`src/rtl/spi_slave_tx_buf_pkg.sv`:
```
// Shared lane-mode and FSM types for the SPI slave transmit path.
// lanes_of() maps a lane mode to the number of bits shifted per beat.
package spi_slave_pkg;

    typedef enum logic [1:0] {
        LANE_SINGLE = 2'd0,
        LANE_DUAL   = 2'd1,
        LANE_QUAD   = 2'd2,
        LANE_RSVD   = 2'd3
    } lane_mode_e;

    typedef enum logic [1:0] {
        ST_IDLE  = 2'd0,
        ST_LOAD  = 2'd1,
        ST_SHIFT = 2'd2
    } tx_state_e;

    localparam int SPI_TX_DEFAULT_BEATS = 7;

    // The reserved encoding behaves as single lane.
    function automatic logic [2:0] lanes_of(input lane_mode_e mode);
        case (mode)
            LANE_DUAL: lanes_of = 3'd2;
            LANE_QUAD: lanes_of = 3'd4;
            default:   lanes_of = 3'd1;
        endcase
    endfunction

endpackage

```
`src/rtl/spi_slave_tx_buf_fifo.sv`:
```
// Synchronous FIFO buffering transmit words; push ignored when full, pop ignored when empty.
// Read data is the head entry, valid combinationally whenever empty_o is low.
module spi_slave_tx_fifo #(
    parameter int WIDTH = 32,
    parameter int DEPTH = 4
) (
    input  logic                   clk,
    input  logic                   rst,
    input  logic                   push_i,
    input  logic [WIDTH-1:0]       push_dat_i,
    input  logic                   pop_i,
    output logic [WIDTH-1:0]       pop_dat_o,
    output logic                   full_o,
    output logic                   empty_o,
    output logic [$clog2(DEPTH):0] level_o
);

    localparam int AW = $clog2(DEPTH);

    logic [WIDTH-1:0] mem_q [DEPTH];
    logic [AW-1:0]    wr_ptr_q;
    logic [AW-1:0]    rd_ptr_q;
    logic [AW:0]      level_q;
    logic             do_push;
    logic             do_pop;

    assign full_o    = (level_q == (AW+1)'(DEPTH));
    assign empty_o   = (level_q == '0);
    assign level_o   = level_q;
    assign pop_dat_o = mem_q[rd_ptr_q];
    assign do_push   = push_i & ~full_o;
    assign do_pop    = pop_i & ~empty_o;

    always_ff @(posedge clk) begin
        if (do_push) begin
            mem_q[wr_ptr_q] <= push_dat_i;
        end
    end

    always_ff @(posedge clk) begin
        if (rst) begin
            wr_ptr_q <= '0;
            rd_ptr_q <= '0;
            level_q  <= '0;
        end else begin
            if (do_push) wr_ptr_q <= wr_ptr_q + 1'b1;
            if (do_pop)  rd_ptr_q <= rd_ptr_q + 1'b1;
            case ({do_push, do_pop})
                2'b10:   level_q <= level_q + 1'b1;
                2'b01:   level_q <= level_q - 1'b1;
                default: level_q <= level_q;
            endcase
        end
    end

endmodule

```
`src/rtl/spi_slave_tx_buf.sv`:
```
// Buffered SPI slave transmitter: oversampled sclk/cs, FIFO-fed shifter on 1/2/4 lanes.
// Optional SPI_SLAVE_TX_BUF_LSB_FIRST_EN adds lsb_first_i for LSB-first shifting.
module spi_slave_tx_buf
    import spi_slave_pkg::*;
#(
    parameter int DATA_WIDTH  = 32,
    parameter int FIFO_DEPTH  = 4,
    parameter int SYNC_STAGES = 2
) (
    input  logic                          clk,
    input  logic                          rst,
    input  logic                          sclk_i,
    input  logic                          cs_i,
    input  lane_mode_e                    lane_mode_i,
    input  logic [$clog2(DATA_WIDTH)-1:0] beats_i,
    input  logic                          beats_upd_i,
    input  logic [DATA_WIDTH-1:0]         data_i,
    input  logic                          data_valid_i,
`ifdef SPI_SLAVE_TX_BUF_LSB_FIRST_EN
    input  logic                          lsb_first_i,
`endif
    output logic                          data_ready_o,
    output logic [3:0]                    sdo_o,
    output logic                          sdo_oe_o,
    output logic                          done_o,
    output logic                          underrun_o,
    output logic [$clog2(FIFO_DEPTH):0]   fifo_level_o
);

    localparam int CW = $clog2(DATA_WIDTH);

    logic [SYNC_STAGES-1:0] sclk_sync_q;
    logic [SYNC_STAGES-1:0] cs_sync_q;
    logic                   sclk_prev_q;
    logic                   cs_prev_q;
    logic                   sclk_s;
    logic                   cs_s;
    logic                   cs_fall;
    logic                   shift_evt;

    tx_state_e              state_q;
    logic [DATA_WIDTH-1:0]  sr_q;
    logic [DATA_WIDTH-1:0]  sr_shift_d;
    logic [CW-1:0]          cnt_q;
    logic [CW-1:0]          target_q;
    lane_mode_e             lane_q;
    logic                   lsb_q;
    logic                   oe_q;
    logic                   done_q;
    logic                   underrun_q;
    logic                   word_end;
    logic                   load_now;

    logic                   fifo_push;
    logic                   fifo_full;
    logic                   fifo_empty;
    logic [DATA_WIDTH-1:0]  fifo_dat;

    spi_slave_tx_fifo #(
        .WIDTH (DATA_WIDTH),
        .DEPTH (FIFO_DEPTH)
    ) u_fifo (
        .clk        (clk),
        .rst        (rst),
        .push_i     (fifo_push),
        .push_dat_i (data_i),
        .pop_i      (load_now),
        .pop_dat_o  (fifo_dat),
        .full_o     (fifo_full),
        .empty_o    (fifo_empty),
        .level_o    (fifo_level_o)
    );

    assign data_ready_o = ~fifo_full;
    assign fifo_push    = data_valid_i & data_ready_o;

    // cs resets to inactive so a reset never looks like a cs falling edge.
    always_ff @(posedge clk) begin
        if (rst) begin
            sclk_sync_q <= '0;
            cs_sync_q   <= '1;
            sclk_prev_q <= 1'b0;
            cs_prev_q   <= 1'b1;
        end else begin
            sclk_sync_q <= {sclk_sync_q[SYNC_STAGES-2:0], sclk_i};
            cs_sync_q   <= {cs_sync_q[SYNC_STAGES-2:0], cs_i};
            sclk_prev_q <= sclk_s;
            cs_prev_q   <= cs_s;
        end
    end

    assign sclk_s    = sclk_sync_q[SYNC_STAGES-1];
    assign cs_s      = cs_sync_q[SYNC_STAGES-1];
    assign cs_fall   = cs_prev_q & ~cs_s;
    assign shift_evt = sclk_prev_q & ~sclk_s & ~cs_s;

    // A counter sitting at its maximum also closes the word, covering a target lowered below it.
    assign word_end = (state_q == ST_SHIFT) && shift_evt &&
                      ((cnt_q == target_q) || (cnt_q == '1));
    assign load_now = ((state_q == ST_LOAD) && !cs_s) || word_end;

`ifdef SPI_SLAVE_TX_BUF_LSB_FIRST_EN
    assign sr_shift_d = lsb_q ? (sr_q >> lanes_of(lane_q)) : (sr_q << lanes_of(lane_q));
`else
    assign sr_shift_d = sr_q << lanes_of(lane_q);
`endif

    always_ff @(posedge clk) begin
        if (rst) begin
            target_q <= CW'(SPI_TX_DEFAULT_BEATS);
        end else if (beats_upd_i) begin
            target_q <= beats_i;
        end
    end

    always_ff @(posedge clk) begin
        if (rst) begin
            state_q    <= ST_IDLE;
            sr_q       <= '0;
            cnt_q      <= '0;
            lane_q     <= LANE_SINGLE;
            lsb_q      <= 1'b0;
            oe_q       <= 1'b0;
            done_q     <= 1'b0;
            underrun_q <= 1'b0;
        end else begin
            done_q <= 1'b0;
            case (state_q)
                ST_IDLE: begin
                    sr_q  <= '0;
                    cnt_q <= '0;
                    oe_q  <= 1'b0;
                    if (cs_fall) begin
                        state_q    <= ST_LOAD;
                        oe_q       <= 1'b1;
                        underrun_q <= 1'b0;
                    end
                end
                ST_LOAD: begin
                    cnt_q <= '0;
                    if (cs_s) begin
                        state_q <= ST_IDLE;
                        oe_q    <= 1'b0;
                        sr_q    <= '0;
                    end else begin
                        state_q <= ST_SHIFT;
                    end
                end
                ST_SHIFT: begin
                    if (cs_s) begin
                        state_q <= ST_IDLE;
                        oe_q    <= 1'b0;
                        sr_q    <= '0;
                        cnt_q   <= '0;
                    end else if (shift_evt) begin
                        if (word_end) begin
                            done_q <= 1'b1;
                            cnt_q  <= '0;
                        end else begin
                            sr_q  <= sr_shift_d;
                            cnt_q <= cnt_q + 1'b1;
                        end
                    end
                end
                default: state_q <= ST_IDLE;
            endcase

            // Word load shared by the first word after cs and every back-to-back word.
            if (load_now) begin
                sr_q   <= fifo_empty ? '0 : fifo_dat;
                lane_q <= lane_mode_i;
`ifdef SPI_SLAVE_TX_BUF_LSB_FIRST_EN
                lsb_q  <= lsb_first_i;
`else
                lsb_q  <= 1'b0;
`endif
                if (fifo_empty) begin
                    underrun_q <= 1'b1;
                end
            end
        end
    end

    always_comb begin
        sdo_o = '0;
`ifdef SPI_SLAVE_TX_BUF_LSB_FIRST_EN
        if (lsb_q) begin
            case (lane_q)
                LANE_QUAD: sdo_o      = sr_q[3:0];
                LANE_DUAL: sdo_o[1:0] = sr_q[1:0];
                default:   sdo_o[0]   = sr_q[0];
            endcase
        end else
`endif
        begin
            case (lane_q)
                LANE_QUAD: sdo_o      = sr_q[DATA_WIDTH-1 -: 4];
                LANE_DUAL: sdo_o[1:0] = sr_q[DATA_WIDTH-1 -: 2];
                default:   sdo_o[0]   = sr_q[DATA_WIDTH-1];
            endcase
        end
    end

    assign sdo_oe_o   = oe_q;
    assign done_o     = done_q;
    assign underrun_o = underrun_q;

endmodule

```
`config.mk`:
```
export PLATFORM = sky130hd
export DESIGN_NAME = spi_slave_tx_buf
export DESIGN_NICKNAME = d
export VERILOG_FILES = /design/src/rtl/spi_slave_tx_buf_pkg.sv /design/src/rtl/spi_slave_tx_buf_fifo.sv /design/src/rtl/spi_slave_tx_buf.sv
export SDC_FILE = /design/constraint.sdc
export NUM_CORES = 1
export LEC_CHECK = 0
export ABC_AREA = 1
export ABC_CLOCK_PERIOD_IN_PS = 6700
export CAP_MARGIN = 20
export CORE_AREA = 2 2 188 134
export CTS_CLUSTER_DIAMETER = 30
export DETAILED_ROUTE_END_ITERATION = 16
export DIE_AREA = 0 0 190 136
export SYNTH_ARGS = -nofsm -noshare
export SYNTH_HDL_FRONTEND = slang
export SYNTH_HIERARCHICAL = 1
export SYNTH_SLANG_ARGS = --single-unit
```
`constraint.sdc`:
```
create_clock -name clk -period 6.7 [get_ports clk]
set_clock_uncertainty 0.1 [all_clocks]
set_input_delay 1.34 -clock clk [delete_from_list [all_inputs] [get_ports clk]]
set_output_delay 1.34 -clock clk [all_outputs]
set_load 0.01 [all_outputs]
```
Word level (Yosys, flattened, before mapping)
Memories as Yosys holds them, arrays and structs flattened. A register that Yosys moved wholly into a read port is not among the register bits.
Index checks and enable logic that the tools add are counted.
{ "op_classes": {"add_sub_neg": 5, "n_eq_ne": 16, "shifts": 1, "mux": 32, "bitwise_logic": 12, "n_reduce_logical": 19} }
{ "ops": {"columns": ["cell", "n"], "rows": [
  ["two-way mux 32 bit", 6],
  ["one-hot mux 32 bit (3 select lines)", 1],
  ["<< shifter 32 x 3 -> 32 bit", 1],
  ["two-way mux 5 bit", 3],
  ["two-way mux 2 bit", 6],
  ["one-hot mux 3 bit (2 select lines)", 2],
  ["one-hot mux 5 bit (2 select lines)", 1],
  ["two-way mux 1 bit", 9],
  ["!= test 4 x 3 -> 1 bit (second input constant)", 2],
  ["bitwise AND 1 bit", 6],
  ["equality test 2 x 1 -> 1 bit (second input constant)", 3],
  ["equality test 2 bit (second input constant)", 3],
  ["inverter 1 bit", 6],
  ["one-hot mux 1 bit (2 select lines)", 3],
  ["one-hot mux 2 bit (3 select lines)", 1],
  ["AND reduction 2 bit", 3],
  ["nonzero test 2 bit", 3],
  ["adder 5 x 1 -> 5 bit (second input constant)", 1],
  ["equality test 5 bit", 1],
  ["equality test 5 bit (second input constant)", 1],
  ["adder 2 x 1 -> 2 bit (second input constant)", 2],
  ["!= test 2 bit (second input constant)", 2],
  ["AND reduction 4 bit", 1],
  ["nonzero test 4 bit", 1],
  ["other kinds (13)", 17]
]} }
{ "word_totals": {"regBits": 62, "ram_bits": 128, "in_bits": 45, "out_inout_bits": 11, "elab_cells": 101, "n_memories": 1} }
{ "memory_table": {"columns": ["memory", "words", "word_bits", "read_ports", "rd_clocked_by_memory_dff", "write_ports", "line", "rtl"], "rows": [
  ["u_fifo.mem_q", 4, 32, 1, 1, 1, "spi_slave_tx_buf_fifo.sv:20", "logic [WIDTH-1:0] mem_q [DEPTH];"]
]} }

Logic depth before layout (Yosys ltp)
Gate-level depths: netlist (run 1).
{ "logic_depth": {"depth_word": 10, "depth_mapped": 20, "depth_no_buf": 19} }

Modules after synthesis
The synthesis (run 1) kept the hierarchy.
{ "modules_own_cells": {"columns": ["module", "instances", "cells_per_inst", "area_each_um2", "seq_area_each_um2"], "rows": [
  ["spi_slave_tx_fifo", 1, 379, 5276.3, 4023.9],
  ["spi_slave_tx_buf", 1, 743, 4230.3, 1101.1]
]} }

Worst setup path after synthesis (run 1)
No wires, ideal clock.
{ "synth_path": {"path_kind": "in2reg", "start": "input data_valid_i", "end": "memory u_fifo.mem_q[0][0], enable pin", "setup_time_ns": 0.421, "arrival_ns": 3.054, "t_required_ns": 6.179, "setup_slack_ns": 3.125, "path_stages": 4, "path_buffers": 0, "cell_sequence": "inv_1 -> nor2_1 -> nand2_4 -> nor2_1"} }
{ "synth_between": {"elab_chain_len": 4} }
{ "synth_rtl": {"columns": ["element", "line", "rtl"], "rows": [
  ["start: declaration", "spi_slave_tx_buf.sv:18", "input logic data_valid_i,"],
  ["bitwise AND 1 bit", "spi_slave_tx_buf.sv:75", "assign fifo_push = data_valid_i & data_ready_o;"],
  ["via fifo_push", "spi_slave_tx_buf.sv:54", "logic fifo_push;"],
  ["bitwise AND 1 bit", "spi_slave_tx_buf_fifo.sv:31", "assign do_push = push_i & ~full_o;"],
  ["two-way mux 1 bit", "spi_slave_tx_buf_fifo.sv:35", "if (do_push) begin"],
  ["two-way mux 1 bit (implied by the code)", "spi_slave_tx_buf_fifo.sv:36", "mem_q[wr_ptr_q] <= push_dat_i;"],
  ["end: declaration", "spi_slave_tx_buf_fifo.sv:20", null]
]} }
The timed path passes the listed nets, and every way through them passes these cells.

Final worst setup path (run 1)
{ "layout_path": {"start": "register lane_q[0]", "end": "output sdo_o[1]"} }
{ "layout_between": {"elab_chain_len": 2, "elab_cells_between_ends": 3, "classes_between": "eq/ne (2); mux (1)"} }
{ "layout_rtl": {"columns": ["element", "line", "rtl"], "rows": [
  ["start: declaration", "spi_slave_tx_buf.sv:46", "lane_mode_e lane_q;"],
  ["start signal: assignment", "spi_slave_tx_buf.sv:171", "lane_q <= lane_mode_i;"],
  ["equality test 2 x 1 -> 1 bit or equality test 2 bit (tied branches)", "spi_slave_tx_buf.sv:196", "case (lane_q)"],
  ["one-hot mux 1 bit (2 select lines) *", "spi_slave_tx_buf.sv:196", null],
  ["end: declaration", "spi_slave_tx_buf.sv:23", "output logic [3:0] sdo_o,"]
]} }
Every way passes the cells marked *; elsewhere a longest branch is shown, timed or not.

==> results of run 1 <==
## cell usage in the layout, fill, tap and decap left out, types with 3 or more instances in the layout
| master | netlist | layout |
|---|---|---|
| a21oi_1 | 48 | 48 |
| buf_4 | 6 | 12 |
| clkbuf_16 | 0 | 17 |
| clkdlybuf4s50_1 | 0 | 54 |
| dfxtp_1 | 64 | 63 |
| edfxtp_1 | 128 | 128 |
| ha_1 | 15 | 15 |
| inv_1 | 141 | 141 |
| inv_2 | 10 | 10 |
| inv_6 | 0 | 3 |
| inv_8 | 1 | 4 |
| nand2_1 | 223 | 223 |
| nand2_2 | 3 | 3 |
| nand2_4 | 3 | 3 |
| nand3_1 | 128 | 128 |
| nand4_1 | 3 | 3 |
| nor2_1 | 130 | 126 |
| nor2_2 | 3 | 7 |
| nor3_1 | 3 | 3 |
| o211ai_1 | 3 | 3 |
| o21ai_0 | 77 | 77 |
| o21ai_1 | 30 | 30 |
| o22ai_1 | 32 | 32 |
## state kept, by name, indices dropped and copies added (netlist names), 2 cells and up, named ones only
register         cells
u_fifo/mem_q       128
sr_q                32
cnt_q                5
target_q             5
u_fifo/level_o       3
cs_sync_q            2
lane_q               2
sclk_sync_q          2
state_q              2
u_fifo/rd_ptr_q      2
u_fifo/wr_ptr_q      2
## cell type report
| type | instances | area [µm²] |
|---|---|---|
| flip-flops and latches | 192 | 5126 |
| multi-input cells | 716 | 3402 |
| repair buffers | 67 | 635.6 |
| clock buffers | 17 | 425.4 |
| inverters | 152 | 578.1 |
| well taps | 325 | 406.6 |
| clock inverters | 15 | 173.9 |
| fillers | 2321 | 13460 |
## cell families (layout without fill, tap and decap cells)
family	Yosys count	count (layout)	synth area share
compound gates	196	196	0.1108
xor+xnor	2	2	0.001843
buf+inv	214	251	0.1041
simple gates	502	502	0.2223
flops	192	192	0.5391
fa+ha+maj	16	16	0.02185
## power by group through the flow
stage / Sequential (mW) / Clock [mW] / Combinational [mW]
6_report: 1.37 / 1.03 / 0.452
3_3_place_gp: 1.39 / 0 / 0.444
4_1_cts: 1.37 / 1.06 / 0.451
3_5_place_dp: 1.39 / 0 / 0.449
2_1_floorplan: 1.39 / 0 / 0.328
5_1_grt: 1.37 / 1.10 / 0.517
## worst register-to-register path, delay by kind of cell (launching register included)
| family | cells | cell delay (ns) |
|---|---|---|
| flops | 1 | 0.40 |
| buf+inv | 5 | 0.32 |
| fa+ha+maj | 4 | 0.85 |
| simple gates | 10 | 1.64 |
## per-stage QoR
stage	setup slack, ns	cells
floorplan	3.125	1122
global placement	2.848	1452
detailed placement	2.814	1452
CTS	2.334	1484
global route	2.150	1484
finish	2.362	1484
## layer usage
| layer | part of all wire | vias up |
|---|---|---|
| met2 | 0.42 | 185 |
| met5 | 0 | - |
| li1 | - | 3747 |
| met3 | 0.042 | 19 |
| met4 | 0.011 | 0 |
| met1 | 0.52 | 3392 |
## worst paths after layout
| kind | slack (ns) | cells past startpoint | end |
|---|---|---|---|
| min | 0.30 | 2 | sclk_sync_q[1] |
| max reg2reg | 3.30 | 19 | u_fifo/level_o[2] |
| min reg2reg | 0.30 | 2 | sclk_sync_q[1] |
| max | 2.36 | 6 | sdo_o[1] |
==> flow_summary.json, run 1 <==
{
  "status": "finished, final reports clean",
  "min_from": "sclk_sync_q[0]",
  "ys_seq_area_frac": 0.5391,
  "clock_latency_ns": 0.44,
  "clk_root_buffer_cell": "clkbuf_16",
  "ios": 56,
  "finalCritPeriodShare": 0.6475,
  "switchingPower_uw": 803.5,
  "synth_common_cells": "nand2_1, inv_1, nor2_1, edfxtp_1, nand3_1",
  "period_minus_slack_ns": 4.338,
  "p_int_mw": 2.048,
  "pwr-share-clk": 0.362,
  "vias": 7343,
  "cp.required_ns": 5.26,
  "fp.dieH_um": 136,
  "p_seq_frac": 0.479,
  "drive_above_1_share": 0.06471,
  "dp_hpwl_um": 13770,
  "power_density_mw_per_mm2": 265.3,
  "rsz0062_at_grt": "false",
  "crit_path_end_kind": "primary output",
  "clk_pin_slew_ns": 0.07,
  "drv_slew": 0,
  "finalPower_mw": 2.851,
  "yosys.area.top_type": "edfxtp_1",
  "yosysMostFrequentCell": "nand2_1",
  "cts-buffers-inserted": 17,
  "fin_area_mm2": 0.01075,
  "placedInstanceArea_mm2": 0.01015,
  "grt.met2_usage": 0.2687,
  "wirelength_um": 21510,
  "grt_use_met3": 0.03252,
  "slew_headroom": 0.3170,
  "cts-resized-gates": 0,
  "post_cts.repair.setup_buffers": 0,
  "cts_buffer_depth": 2,
  "setup.worst_path.class": "reg -> out",
  "start_util": 0.3928,
  "holdWs_ns": 0.3045,
  "hold_path.class": "reg -> reg",
  "leakage_nw": 4.614,
  "fp.dieArea_mm2": 0.02584,
  "grt_overflow": 0,
  "crit_chain": "inv_1 -> ha_1 -> buf_4 -> nor2_1 -> a32o_1 -> clkdlybuf4s50_1",
  "use_met1": 0.2470,
  "crit_path_start": "lane_q[0]",
  "swShare": 0.2818,
  "cp_slowest_stage_delay_ns": 0.76,
  "syn_area_per_cell_um2": 8.473,
  "num_antenna_cells": 0,
  "place_congestion": 0.8255,
  "synth_top_area_share": 0.4043,
  "grt_antenna_before_repair": 0,
  "grt_busiest_layer": "met2",
  "grt_pass1_wl_um": 35170,
  "grt_max_degree": 66,
  "yosysUniqueCellTypes": 36,
  "cp-start-kind": "flop",
  "synth_warnings": 6,
  "dr.pass1.iters": 5,
  "max_freq_mhz": 230.5,
  "worstPathArrival_ns": 2.90,
  "cts_tree": "done",
  "clkSinkCount": 192,
  "critPathSlowestCell": "ha_1",
  "coreArea_mm2": 0.02420,
  "synthTopCellsByArea": "edfxtp_1, dfxtp_1, nand2_1, nand3_1, inv_1",
  "synth_nets": 1183,
  "core.rowCount": 48,
  "portBuffers": 55,
  "peakVddDrop_mv": 0.1717,
  "setup_viol": 0,
  "worst_slew_pin_slew_ns": 1.023,
  "syn_to_final_growth_pct": 13.06,
  "drtIter0Drc": 666,
  "syn_area_mm2": 0.009507,
  "wire_per_inst_um": 14.49,
  "finalHoldViolCount": 0,
  "hold_buffers": 0,
  "track_usage": 0.1730,
  "vias_per_cell": 4.948,
  "synthArstFlopShare": 0,
  "synth-seq-cells": 192,
  "maxCapViolCount": 0,
  "ant_nets": 0,
  "tns_ns": 0,
  "nets": 1207,
  "cts_max_level": 4,
  "die_w_um": 190,
  "crit_family": "buffers and inverters",
  "synth_ff_type": "edfxtp_1",
  "fin_util": 0.4441,
  "worst-path-max-fanout": 33,
  "grt_pass1_vias": 6941,
  "drc_errors": 0,
  "synth_edf_count": 128,
  "netlist_instances": 1122,
  "combPwrFrac": 0.158,
  "cp_num_buf_inv": 3,
  "r2r_start": "cnt_q[0]"
}
(Power assumes the default switching activity.)
==> run 2: changes to the inputs <==
ABC_CLOCK_PERIOD_IN_PS = 4000   (was 6700)
clock period = 4 ns   (was 6.7 ns; I/O delays follow)
==> run 2 against run 1 <==
Against the previous run:
- global-route usage hardly changed
- final area is 0.20% lower
- largest power group unchanged
- flip-flop and latch count stayed put
- power is 62% higher
- cell count is 0.34% higher
- count of clock-buffer cells in the layout is 3 higher
- register-to-register slack worse by 1.8 ns
- sequential power is 67% higher
- critical path depth is 1 lower
- critical endpoint is now sdo_o[0]
- combinational power is 67% higher
- clock power is 53% higher
- first-iteration DRC count is 5.9% higher
==> flow_summary.json, run 2 (synthesis results as in run 1) <==
{
  "status": "finished, final reports clean",
  "placedInstanceArea_mm2": 0.01019,
  "maxCapViolCount": 0,
  "coreArea_mm2": 0.02420,
  "routed-wl-met2_um": 9316,
  "wirelength_um": 21640,
  "fp.dieH_um": 136,
  "critPathSlowestCell": "clkdlybuf4s50_1",
  "setup.worst_path.class": "reg -> out",
  "peakVddDrop_mv": 0.2817,
  "drive_above_1_share": 0.06443,
  "cts_buffer_depth": 2,
  "largestRegisters": "u_fifo/mem_q: 128 flops, sr_q: 32 flops",
  "num_antenna_cells": 0,
  "drtIter0Drc": 705,
  "max_freq_mhz": 331.6,
  "clock_latency_ns": 0.43,
  "route.met3.wl_um": 1012,
  "nets": 1212,
  "tns_ns": 0,
  "rsz0062_at_grt": "false",
  "wire_per_inst_um": 14.53,
  "cp-start-kind": "flop",
  "power_density_mw_per_mm2": 430.7,
  "holdWs_ns": 0.3025,
  "cp.required_ns": 3.10,
  "dp_hpwl_um": 14140,
  "track_usage": 0.1726,
  "finalCritPeriodShare": 0.7538,
  "place_congestion": 0.8099,
  "core.rowCount": 48,
  "regMostFlops": "u_fifo/mem_q",
  "layout_setup_ws_ns": 0.9846,
  "setup_viol": 0,
  "grt_max_degree": 65,
  "worst_slew_pin_slew_ns": 0.6941,
  "fp.dieArea_mm2": 0.02584,
  "ant_nets": 0,
  "crit_chain": "inv_1 -> ha_1 -> inv_2 -> o21ai_0 -> clkdlybuf4s50_1",
  "grt_pass1_vias": 6739,
  "cp_slowest_stage_delay_ns": 0.58,
  "grt_pass1_wl_um": 35250,
  "grt_antenna_before_repair": 0,
  "slew_headroom": 0.5367,
  "grt_overflow": 0,
  "finalPower_mw": 4.620,
  "period_minus_slack_ns": 3.015,
  "hold_buffers": 0,
  "cts_tree": "done",
  "largest_reg_flops": 128,
  "syn_to_final_growth_pct": 12.83,
  "clkSinkCount": 192,
  "vias_per_cell": 4.949,
  "vias": 7369,
  "clk_pin_slew_ns": 0.07,
  "highest_layer": "met4",
  "worstPathArrival_ns": 2.12,
  "cts_max_level": 4,
  "die_w_um": 190,
  "cts-buffers-inserted": 17,
  "ios": 56,
  "hold_path.class": "reg -> reg",
  "portBuffers": 55,
  "crit_path_end_kind": "primary output",
  "post_cts.repair.setup_buffers": 0,
  "pre_cts_ws_ns": 1.225,
  "cts-resized-gates": 0,
  "drc_errors": 0,
  "cp_num_buf_inv": 3,
  "finalNonFillerCells": 1489,
  "fin_area_mm2": 0.01073,
  "leakage_nw": 4.608,
  "layout_common_cells": "nand2_1, inv_1, nand3_1, edfxtp_1, nor2_1",
  "dpl.cell_count": 1457,
  "finalHoldViolCount": 0,
  "crit_family": "buffers and inverters",
  "drt-met1-wl_um": 11120,
  "start_util": 0.3928,
  "drv_slew": 0,
  "fin_util": 0.4432,
  "clk_root_buffer_cell": "clkbuf_16",
  "dr.pass1.iters": 7,
  "worst-path-max-fanout": 8,
  "layout_commonest_cell": "nand2_1"
}
-- run 2: cell types whose count changed in the layout (fill, tap and decap cells not counted), sizes merged --
cell,delta
clkinvlp,-1
buf,+5
bufinv,-2
clkinv,+1
clkbuf,+3
inv,-1
-- run 2: path summary, 6_finish.rpt --
| check | startpoint | endpoint | slack [ns] | depth (start not counted) |
|---|---|---|---|---|
| worst min-delay path | sclk_sync_q[0] | sclk_sync_q[1] | 0.30 | 2 |
| worst max register to register | lane_q[1] | sr_q[4] | 1.48 | 12 |
| worst min register to register | sclk_sync_q[0] | sclk_sync_q[1] | 0.30 | 2 |
| worst max-delay path | lane_q[0] | sdo_o[0] | 0.98 | 5 |
-- run 2: final cells by class --
type                    instances  area (µm²)
inverters                     152       578.1
flip-flops and latches        192        5126
fillers                      2385       13480
multi-input cells             716        3402
clock inverters                12       103.9
clock buffers                  20       436.7
repair buffers                 72       673.1
well taps                     325       406.6
-- run 2: metal layers --
metal / vias up / GRT usage
li1: 3756 / -
met1: 3419 / 0.2563
met2: 179 / 0.2591
met3: 15 / 0.03201
met4: 0 / 0.04307
met5: - / 0
-- run 2: tightest hold or removal path: stages (launching register included) --
cell     delay, ns
dfxtp_1       0.30
inv_1         0.04
nor2_1        0.03
-- run 2: report_power, final --
group | switching, mW | internal [mW]
clock | 0.765 | 0.814
sequential | 0.0500 | 2.24
combinational | 0.501 | 0.253
total | 1.32 | 3.30
==> run 3: changes to the inputs <==
ABC_CLOCK_PERIOD_IN_PS = 3100   (was 4000)
clock period = 3.1 ns   (was 4 ns; I/O delays follow)
==> run 3 against run 2 <==
Against the previous run:
- clock power increased by 35%
- core utilization increased by 0.38 points
- flip-flop and latch count unchanged
- register-to-register slack got worse by 0.82 ns
- sequential share of layout area decreased by 0.40 points
==> flow_summary.json, run 3 (synthesis results as in run 1) <==
{
  "layout_setup_ws_ns": 0.2416,
  "max_freq_mhz": 349.8,
  "cp-start-kind": "flop",
  "coreArea_mm2": 0.02420,
  "largestRegisters": "u_fifo/mem_q: 128 flops, sr_q: 32 flops",
  "finalHoldViolCount": 0,
  "vias": 7485,
  "crit_path_end_kind": "primary output",
  "cts-resized-gates": 0,
  "hold_depth": 2,
  "setup_viol": 0,
  "swShare": 0.2942,
  "timing.rr.end": "u_fifo/level_o[2]",
  "ios": 56,
  "clkSinkCount": 192,
  "cp_num_buf_inv": 3,
  "grt_antenna_before_repair": 0,
  "core.rowCount": 48,
  "period_minus_slack_ns": 2.858,
  "cp_slowest_stage_delay_ns": 0.58,
  "drv_slew": 0,
  "syn_to_final_growth_pct": 13.79,
  "layout_common_cells": "nand2_1, inv_1, nand3_1, edfxtp_1, nor2_1",
  "min_from": "sclk_sync_q[0]",
  "slew_headroom": 0.5630,
  "grt_overflow": 0,
  "setup.worst_path.class": "reg -> out",
  "portBuffers": 55,
  "combPwrFrac": 0.163,
  "start_util": 0.3928,
  "pre_cts_ws_ns": 0.5539,
  "routed-wl-met2_um": 9303,
  "cts_tree": "done",
  "cts_buffer_depth": 2,
  "grt_max_degree": 65,
  "switchingPower_mw": 1.789,
  "p_seq_frac": 0.485,
  "num_antenna_cells": 0,
  "finalCritPeriodShare": 0.9221,
  "highest_layer": "met4",
  "dp_hpwl_um": 14330,
  "post_cts.repair.setup_buffers": 0,
  "track_usage": 0.1767,
  "wire_per_inst_um": 14.77,
  "worstPathArrival_ns": 2.14,
  "grt_pass1_vias": 6874,
  "hold_path.class": "reg -> reg",
  "nets": 1213,
  "multi_input_area_mm2": 0.003402,
  "worst_slew_pin_slew_ns": 0.6546,
  "leakage_nw": 4.642,
  "largest_reg_flops": 128,
  "place_congestion": 0.8218,
  "fp.dieH_um": 136,
  "pwr-share-clk": 0.352,
  "die_w_um": 190,
  "nFillCells": 2365,
  "layout_commonest_cell": "nand2_1",
  "clk_root_buffer_cell": "clkbuf_16",
  "min_to": "sclk_sync_q[1]",
  "drt-met1-wl_um": 11350,
  "clk_pin_slew_ns": 0.07,
  "grt_pass1_wl_um": 35930,
  "power_density_mw_per_mm2": 562.0,
  "fp.dieArea_mm2": 0.02584,
  "tns_ns": 0,
  "drive_above_1_share": 0.06953,
  "clock_latency_ns": 0.44,
  "peakVddDrop_mv": 0.3677,
  "cts-buffers-inserted": 17,
  "r2r_slack_ns": 0.66,
  "crit_family": "buffers and inverters",
  "ant_nets": 0,
  "cp.required_ns": 2.38,
  "worst-path-max-fanout": 8,
  "rr_worst_depth": 19,
  "wirelength_um": 22000,
  "cts_max_level": 4,
  "route.met3.wl_um": 1163,
  "drtIter0Drc": 707,
  "crit_chain": "inv_1 -> ha_1 -> inv_2 -> nand2_1 -> o21ai_0 -> clkdlybuf4s50_1",
  "status": "finished, final reports clean",
  "maxCapViolCount": 0,
  "hold_buffers": 0,
  "dr.pass1.iters": 6,
  "regArea_mm2": 0.005126,
  "vias_per_cell": 5.023,
  "p_int_mw": 4.291,
  "holdWs_ns": 0.3004,
  "rsz0062_at_grt": "false",
  "regMostFlops": "u_fifo/mem_q",
  "r2r_start": "cnt_q[1]",
  "critPathSlowestCell": "clkdlybuf4s50_1",
  "drc_errors": 0
}
run 3: final cells by class:
type,instances,area share
sequential,192,0.4739
multi-input combinational,716,0.3145
timing repair buffer,73,0.06755
inverter,152,0.05343
clock buffer,17,0.03932
tap,325,0.03759
clock inverter,15,0.01376
run 3: power by group through the flow:
stage | clock, mW | sequential, mW | combinational, mW
after CTS | 2.19 | 2.95 | 0.992
after global placement | 0 | 3.01 | 0.981
after floorplan | 0 | 3.00 | 0.709
after detailed placement | 0 | 3.01 | 0.987
final | 2.14 | 2.95 | 0.991
after global routing | 2.31 | 2.97 | 1.13
run 3: how the worst max path moves through the flow:
| stage | startpoint | end | cells past startpoint |
|---|---|---|---|
| 2_1_floorplan | u_fifo/level_o[1] | u_fifo/mem_q[0][0] | 6 |
| 3_3_place_gp | data_valid_i | u_fifo/level_o[2] | 12 |
| 3_5_place_dp | data_valid_i | u_fifo/level_o[1] | 8 |
| 4_1_cts | lane_q[0] | sdo_o[0] | 5 |
| 5_1_grt | lane_q[0] | sdo_o[0] | 6 |
| 6_report | lane_q[0] | sdo_o[0] | 6 |
run 3: tightest hold or removal path, stage by stage (launching register included):
cell and delay, ns:
dfxtp_1 0.30, inv_1 0.04, nor2_1 0.03
run 3: layer usage:
layer  track usage  vias up
li1              -     3762
met1        0.2612     3499
met2        0.2632      208
met3       0.03511       16
met4       0.04780        0
met5             0        -
run 3: per-stage QoR:
| step | instances | utilization | total power [mW] | cell area, µm² |
|---|---|---|---|---|
| 6_report | 1490 | 0.4470 | 6.080 | 10820 |
| 5_1_grt | 1490 | 0.4470 | 6.398 | 10820 |
| 4_1_cts | 1490 | 0.4470 | 6.133 | 10820 |
| 3_5_place_dp | 1458 | 0.4232 | 3.997 | 10240 |
| 3_3_place_gp | 1458 | 0.4232 | 3.988 | 10240 |
| 2_1_floorplan | 1122 | - | 3.707 | 9507 |
